[src/rtl/rv_fetch_pkg.sv]
// Shared types and constants for the fetch stage.
package rv_fetch_pkg;

    // Instructions fetched per issue slot.
    localparam int unsigned FETCH_WIDTH = 2;

    // Canonical NOP (addi x0, x0, 0) used by decode to fill invalid slots.
    localparam logic [31:0] RV_NOP = 32'h0000_0013;

    localparam logic [31:0] DEFAULT_RESET_PC = 32'h0000_0000;

    // One queued instruction tagged with its byte PC.
    typedef struct packed {
        logic [31:0] instr;
        logic [31:0] pc;
    } fetch_entry_t;

    // Byte PC to instruction memory word index.
    function automatic logic [31:0] word_index(input logic [31:0] byte_pc);
        return {2'b00, byte_pc[31:2]};
    endfunction

endpackage

[src/rtl/fetch_queue.sv]
// Two-in / two-out circular buffer of PC-tagged instructions.
// Pushes always arrive as a pair; the producer guarantees space, so there is no overflow path.
module fetch_queue
    import rv_fetch_pkg::*;
#(
    parameter int unsigned  DEPTH = 8,
    localparam int unsigned PW    = $clog2(DEPTH),
    localparam int unsigned CW    = PW + 1
) (
    input  logic         clk,
    input  logic         reset,
    input  logic         flush,
    input  logic         push,
    input  fetch_entry_t push_entry0,
    input  fetch_entry_t push_entry1,
    input  logic [1:0]   pop_cnt,
    output fetch_entry_t head0,
    output fetch_entry_t head1,
    output logic [CW-1:0] count
);

    fetch_entry_t  mem_q [DEPTH];
    logic [PW-1:0] rd_ptr_q, rd_ptr_d;
    logic [PW-1:0] wr_ptr_q, wr_ptr_d;
    logic [PW-1:0] rd_ptr_nxt, wr_ptr_nxt;
    logic [CW-1:0] count_q, count_d;
    logic [CW-1:0] pop_req;
    logic [CW-1:0] pop_num;
    logic          do_push;

    assign do_push    = push & ~flush;
    assign rd_ptr_nxt = rd_ptr_q + PW'(1);
    assign wr_ptr_nxt = wr_ptr_q + PW'(1);

    // Pop count: clamp request to 2, then to what was queued before this edge's push.
    always_comb begin
        pop_req = CW'(0);
        unique case (pop_cnt)
            2'd0:    pop_req = CW'(0);
            2'd1:    pop_req = CW'(1);
            default: pop_req = CW'(2);
        endcase
        pop_num = (pop_req > count_q) ? count_q : pop_req;
    end

    // Next pointers and occupancy; flush wins over push and pop.
    always_comb begin
        rd_ptr_d = rd_ptr_q;
        wr_ptr_d = wr_ptr_q;
        count_d  = count_q;
        if (flush) begin
            rd_ptr_d = '0;
            wr_ptr_d = '0;
            count_d  = '0;
        end else begin
            rd_ptr_d = rd_ptr_q + PW'(pop_num);
            wr_ptr_d = wr_ptr_q + (do_push ? PW'(2) : PW'(0));
            count_d  = count_q + (do_push ? CW'(2) : CW'(0)) - pop_num;
        end
    end

    // Pointer and occupancy registers.
    always_ff @(posedge clk or negedge reset) begin
        if (!reset) begin
            rd_ptr_q <= '0;
            wr_ptr_q <= '0;
            count_q  <= '0;
        end else begin
            rd_ptr_q <= rd_ptr_d;
            wr_ptr_q <= wr_ptr_d;
            count_q  <= count_d;
        end
    end

    // Entry storage; contents are qualified by count, so no reset is needed.
    always_ff @(posedge clk) begin
        if (do_push) begin
            mem_q[wr_ptr_q]   <= push_entry0;
            mem_q[wr_ptr_nxt] <= push_entry1;
        end
    end

    assign head0 = mem_q[rd_ptr_q];
    assign head1 = mem_q[rd_ptr_nxt];
    assign count = count_q;

endmodule

[src/rtl/instr_fetch_unit.sv]
// Fetch stage: owns the PC, issues paired word reads to a 1-cycle instruction memory,
// queues the returned pair with PC tags and presents up to two instructions to decode.
module instr_fetch_unit
    import rv_fetch_pkg::*;
#(
    parameter int unsigned  QUEUE_DEPTH = 8,
    parameter logic [31:0]  RESET_PC    = DEFAULT_RESET_PC,
    localparam int unsigned CW          = $clog2(QUEUE_DEPTH) + 1
) (
    input  logic          clk,
    input  logic          reset,
    output logic          imem_en,
    output logic [31:0]   imem_addr0,
    output logic [31:0]   imem_addr1,
    input  logic [31:0]   imem_data0,
    input  logic [31:0]   imem_data1,
    input  logic          stall,
    input  logic          redirect_valid,
    input  logic [31:0]   redirect_pc,
    input  logic [1:0]    deq_cnt,
    output logic          out_valid0,
    output logic [31:0]   out_instr0,
    output logic [31:0]   out_pc0,
    output logic          out_valid1,
    output logic [31:0]   out_instr1,
    output logic [31:0]   out_pc1,
    output logic [CW-1:0] q_count
);

    // Issue only while the queue can absorb this pair on top of everything already promised.
    localparam logic [CW:0] RESERVE_LIMIT = (CW + 1)'(QUEUE_DEPTH - FETCH_WIDTH);

    logic [31:0]  pc_q, pc_d;
    logic [31:0]  resp_pc_q, resp_pc_d;
    logic         inflight_q, inflight_d;
    logic [CW:0]  reserved;
    logic         issue;
    logic         push;
    fetch_entry_t push_entry0, push_entry1;
    fetch_entry_t head0, head1;
    logic         unused_redirect_lsbs;

    assign unused_redirect_lsbs = ^redirect_pc[1:0];

    // Issue decision: queued entries plus the pair still in flight count against capacity.
    always_comb begin
        reserved = {1'b0, q_count} + (CW + 1)'({inflight_q, 1'b0});
        issue    = reset & ~stall & ~redirect_valid & (reserved <= RESERVE_LIMIT);
    end

    assign imem_en    = issue;
    assign imem_addr0 = word_index(pc_q);
    assign imem_addr1 = imem_addr0 + 32'd1;

    // Next PC / in-flight tracking; redirect overrides everything and drops the in-flight pair.
    always_comb begin
        pc_d       = pc_q;
        resp_pc_d  = resp_pc_q;
        inflight_d = 1'b0;
        if (redirect_valid) begin
            pc_d = {redirect_pc[31:2], 2'b00};
        end else if (issue) begin
            pc_d       = pc_q + 32'd8;
            inflight_d = 1'b1;
            resp_pc_d  = pc_q;
        end
    end

    // PC and response-tracking registers.
    always_ff @(posedge clk or negedge reset) begin
        if (!reset) begin
            pc_q       <= RESET_PC;
            resp_pc_q  <= '0;
            inflight_q <= 1'b0;
        end else begin
            pc_q       <= pc_d;
            resp_pc_q  <= resp_pc_d;
            inflight_q <= inflight_d;
        end
    end

    // Memory data is only meaningful the cycle after an issue.
    always_comb begin
        push              = inflight_q & ~redirect_valid;
        push_entry0.instr = imem_data0;
        push_entry0.pc    = resp_pc_q;
        push_entry1.instr = imem_data1;
        push_entry1.pc    = resp_pc_q + 32'd4;
    end

    fetch_queue #(
        .DEPTH (QUEUE_DEPTH)
    ) u_fetch_queue (
        .clk         (clk),
        .reset       (reset),
        .flush       (redirect_valid),
        .push        (push),
        .push_entry0 (push_entry0),
        .push_entry1 (push_entry1),
        .pop_cnt     (deq_cnt),
        .head0       (head0),
        .head1       (head1),
        .count       (q_count)
    );

    // Decode-facing outputs, zeroed when the slot is empty.
    always_comb begin
        out_valid0 = (q_count != '0);
        out_valid1 = (q_count >= CW'(2));
        out_instr0 = out_valid0 ? head0.instr : 32'd0;
        out_pc0    = out_valid0 ? head0.pc    : 32'd0;
        out_instr1 = out_valid1 ? head1.instr : 32'd0;
        out_pc1    = out_valid1 ? head1.pc    : 32'd0;
    end

endmodule
[config.mk]
export PLATFORM = sky130hd
export DESIGN_NAME = instr_fetch_unit
export DESIGN_NICKNAME = d
export VERILOG_FILES = /design/src/rtl/rv_fetch_pkg.sv /design/src/rtl/fetch_queue.sv /design/src/rtl/instr_fetch_unit.sv
export SDC_FILE = /design/constraint.sdc
export NUM_CORES = 1
export LEC_CHECK = 0
export ABC_AREA = 0
export CAP_MARGIN = 20
export CELL_PAD_IN_SITES_DETAIL_PLACEMENT = 0
export CELL_PAD_IN_SITES_GLOBAL_PLACEMENT = 1
export CORE_MARGIN = 8
export CORE_UTILIZATION = 51
export DETAILED_ROUTE_END_ITERATION = 10
export PLACE_DENSITY_LB_ADDON = 0.05
export SLEW_MARGIN = 20
export SYNTH_ARGS = -nofsm -noshare
export SYNTH_HDL_FRONTEND = slang
export SYNTH_SLANG_ARGS = --single-unit
[constraint.sdc]
create_clock -name clk -period 6.1 [get_ports clk]
set_clock_uncertainty 0.15 [all_clocks]
set_input_delay 1.22 -clock clk [delete_from_list [all_inputs] [get_ports clk]]
set_output_delay 1.22 -clock clk [all_outputs]
set_load 0.03 [all_outputs]
==> metrics.md, run 1 <==
| Metric | Value |
|---|---|
| Maximum level of the CTS H-tree | `2` |
| Postcts setup bufs | `0` |
| Initial drt markers | `~1700` |
| Crit path required time | `around 4.7 ns` |
| Most used DFF post-synth | `sky130_fd_sc_hd__edfxtp_1` |
| Total design power | `15.7 mW` |
| Synth Instances | `2502` |
| Total Negative Setup Slacks | `0 ns` |
| Mean Syn Cell Area | `around 12 sq um` |
| Run status | `finished clean` |
| Cell types occupying the most area after synthesis | `sky130_fd_sc_hd__edfxtp_1 48%, sky130_fd_sc_hd__mux4_2 18%, sky130_fd_sc_hd__nand2_1 8.8%, sky130_fd_sc_hd__dfrtp_1 5.7%, sky130_fd_sc_hd__xnor2_1 2.6%` |
| Post-layout nets | `~2700` |
| Critical path class | `flip-flop to output pin` |
| Number of placed I/O pins | `about 300` |
| First-pass iteration count of the detailed router | `5` |
| Met3 layer usage reported by global route | `~5%` |
| Starting Density | `51.3%` |
| Maximum number of pins on one net before global-route repair | `between 100 and 150` |
| Crit end category | `output pin` |
| Number of global-route vias before repair | `21000` |
| Die width | `between 200 and 300 um` |
| Post-CTS clock slew at the launch and capture registers of the worst setup and hold paths | `about 0.06 ns` |
| Total GRT Usage | `between 20% and 30%` |
| Post-Place Worst Slack | `~1.3 ns` |
| Post-Route Hold Slack | `roughly 0.48 ns` |
| Overflow left after global routing | `0` |
| GP Congestion | `0.847` |
| FP Rows | `90` |
| Share of synthesized registers carrying an async set or reset | `roughly 12%` |
| Area growth, synth to finish | `16.0%` |
| Vias per std cell | `approximately 6.0` |
| Cell variety after synth | `approximately 60` |
| Netlist area before placement | `30800 sq um` |
| Most congested layer reported by global routing | `met2` |
| Post-route worst setup slack | `~0.73 ns` |
| Maximum capacitance violations | `0` |
| Cts-stage hold buffer count | `0` |
| Final cycle utilization of the critical path | `between 80% and 90%` |
| Global routing met2 resource utilization | `between 40 and 50%` |
| F_max | `roughly 0.19 GHz` |
| CTS Root Cell | `sky130_fd_sc_hd__clkbuf_16` |
| Max Buffers Root-to-Sink | `3` |
| Number of pins exceeding their max-slew limit in the final report | `0` |
| Count of flip-flops with a built-in enable after synthesis | `between 400 and 500` |
| Routed wire length per instance | `25.4 um` |
| DRC violations left | `0` |
| Clock sink count | `about 570` |
| Cell area after layout | `35700 sq um` |
| Area leader, netlist | `sky130_fd_sc_hd__edfxtp_1` |
| Overall die height | `262 um` |
| Top cell type's share of synthesized area | `between 40% and 50%` |
| PostCTS Resize Cnt | `0` |
| Share of the yosys chip area belonging to registers | `between 50% and 60%` |
| Hold crit path type | `flip-flop to flip-flop` |
| Maximum fanout along the worst path | `38` |
| First-pass GRT wire length | `about 130000 um` |
| Total power divided by cell area | `around 440 nW/um^2` |
| Die ar. | `slightly below 70000 sq um` |
| Clk_lat worst skew | `between 0.6 and 0.7 ns` |
| RSZ-0062 raised after global routing | `no` |
| Startpoint type of the worst setup path | `flip-flop` |
| Met1 global-route usage | `between 30% and 40%` |
| CTS tree | `done` |
| Placed cell areas | `33900 sq um` |
| Fin cells | `approximately 3400` |
| Max-slew headroom at the worst pin | `32.2%` |
| Number of buffers created by CTS | `60` |
| Number of placed cells counting well taps | `approximately 3300` |
| Vias | `approximately 20000` |
| Synth top cells by count | `719 x sky130_fd_sc_hd__nand2_1, 496 x sky130_fd_sc_hd__edfxtp_1, 248 x sky130_fd_sc_hd__mux4_2` |
| Total of buffers placed on input and output ports | `around 290` |
| Fraction of layout cells with a size suffix above 1 | `roughly 16%` |
| Final critical-path required period | `5.37 ns` |
| HPWL after detailed placement | `51800 um` |
| Count of synthesis-stage warnings from yosys | `0` |
| End-of-flow core utilization | `a little under 60%` |
| Initial antenna violation count | `4` |
| Max VDD drop | `approximately 0.32 mV` |
| Drt total wl | `86800 um` |
| Post-route antenna net violation count | `0` |
| Slew at the pin closest to its max-slew limit | `1.02 ns` |
| Data arrival, critical path | `about 4.0 ns` |
| Most frequent cell after synthesis | `sky130_fd_sc_hd__nand2_1` |
| Floorplan core area | `60000 sq um` |
| Leakage power of the design | `12.6 nW` |
| Post-synthesis sequential element count | `566` |
| Setup Viol. Count Final | `0` |
| Final hold violation count | `0` |
report_power, final:
part	total (mW)	leakage [nW]	internal, mW	switching [mW]
clock network	3.56	0.921	2.07	1.49
logic	7.04	6.30	3.07	3.97
registers	5.10	5.37	4.58	0.528
logic make-up after synthesis:
| family | Yosys count | synth area share [%] |
|---|---|---|
| mux | 311 | 20.2 |
| flops | 566 | 54.0 |
| compound gates | 119 | 2.32 |
| simple gates | 981 | 13.5 |
| buf+inv | 353 | 4.81 |
| fa+ha+maj | 18 | 0.804 |
| other cells | 1 | 0.0122 |
| xor+xnor | 153 | 4.35 |
worst max-delay path, stage by stage, from the launching register on:
cell and delay (ns):
sky130_fd_sc_hd__dfrtp_4 0.66, sky130_fd_sc_hd__ha_4 0.91, sky130_fd_sc_hd__buf_4 0.40, sky130_fd_sc_hd__mux4_2 0.54, sky130_fd_sc_hd__nand2_1 0.08, sky130_fd_sc_hd__a21oi_1 0.09
sky130_fd_sc_hd__clkdlybuf4s50_1 0.65
final timing paths:
check / start / to / slack (ns) / cells past startpoint
min in group asynchronous: reset / u_fetch_queue.count[1] / 0.65 / 2
max reg2reg: u_fetch_queue.count[1] / u_fetch_queue.count[3] / 2.89 / 13
min reg2reg: pc_q[31] / resp_pc_q[31] / 0.48 / 2
max in group asynchronous: reset / u_fetch_queue.rd_ptr_q[2] / 4.47 / 2
min: pc_q[31] / resp_pc_q[31] / 0.48 / 2
max: u_fetch_queue.rd_ptr_q[0] / out_pc1[29] / 0.73 / 6
area by class of cell:
| type | count | area, sq um |
|---|---|---|
| Clock buffer | 75 | 1580 |
| Antenna cell | 4 | 10.0 |
| Multi-Input combinational cell | 1589 | 12800 |
| Fill cell | 4785 | 24300 |
| Inverter | 26 | 113 |
| Timing Repair Buffer | 336 | 3350 |
| Clock inverter | 34 | 303 |
| Tap cell | 782 | 978 |
| Sequential cell | 566 | 16700 |
flip-flops by register name, summed over array words and instances (netlist names):
register	count
resp_pc_q	30
pc_q	30
u_fetch_queue.wr_ptr_q	2
u_fetch_queue.mem_q	496
u_fetch_queue.count	4
inflight_q	1
u_fetch_queue.rd_ptr_q	3
layer usage:
metal	up-vias	routed length, um
met2	823	43000
met5	-	0
met1	10500	34800
met3	128	6840
li1	9036	-
met4	0	2120
cell usage in the layout, fill, tap and decap left out, types with 61 or more instances in the layout:
master                            instances
sky130_fd_sc_hd__a21oi_1                 62
sky130_fd_sc_hd__clkbuf_16               61
sky130_fd_sc_hd__clkdlybuf4s50_1        289
sky130_fd_sc_hd__dfrtp_1                 67
sky130_fd_sc_hd__edfxtp_1               496
sky130_fd_sc_hd__mux2i_1                 63
sky130_fd_sc_hd__mux4_2                 248
sky130_fd_sc_hd__nand2_1                719
sky130_fd_sc_hd__nor2_1                 133
sky130_fd_sc_hd__xnor2_1                 90
sky130_fd_sc_hd__xor2_1                  61
No activity file was read; power rests on OpenSTA's default activity.
==> run 2: changes to the inputs <==
--- a/config.mk
+++ b/config.mk
@@ -5,7 +5,6 @@
 export SDC_FILE = /design/constraint.sdc
 export NUM_CORES = 1
 export LEC_CHECK = 0
-export ABC_AREA = 0
 export CAP_MARGIN = 20
 export CELL_PAD_IN_SITES_DETAIL_PLACEMENT = 0
 export CELL_PAD_IN_SITES_GLOBAL_PLACEMENT = 1
@@ -17,3 +16,4 @@
 export SYNTH_ARGS = -nofsm -noshare
 export SYNTH_HDL_FRONTEND = slang
 export SYNTH_SLANG_ARGS = --single-unit
+export TNS_END_PERCENT = 10
==> results of run 2 <==
Same layout as run 1: the final DEF is identical, and so are final timing and power.
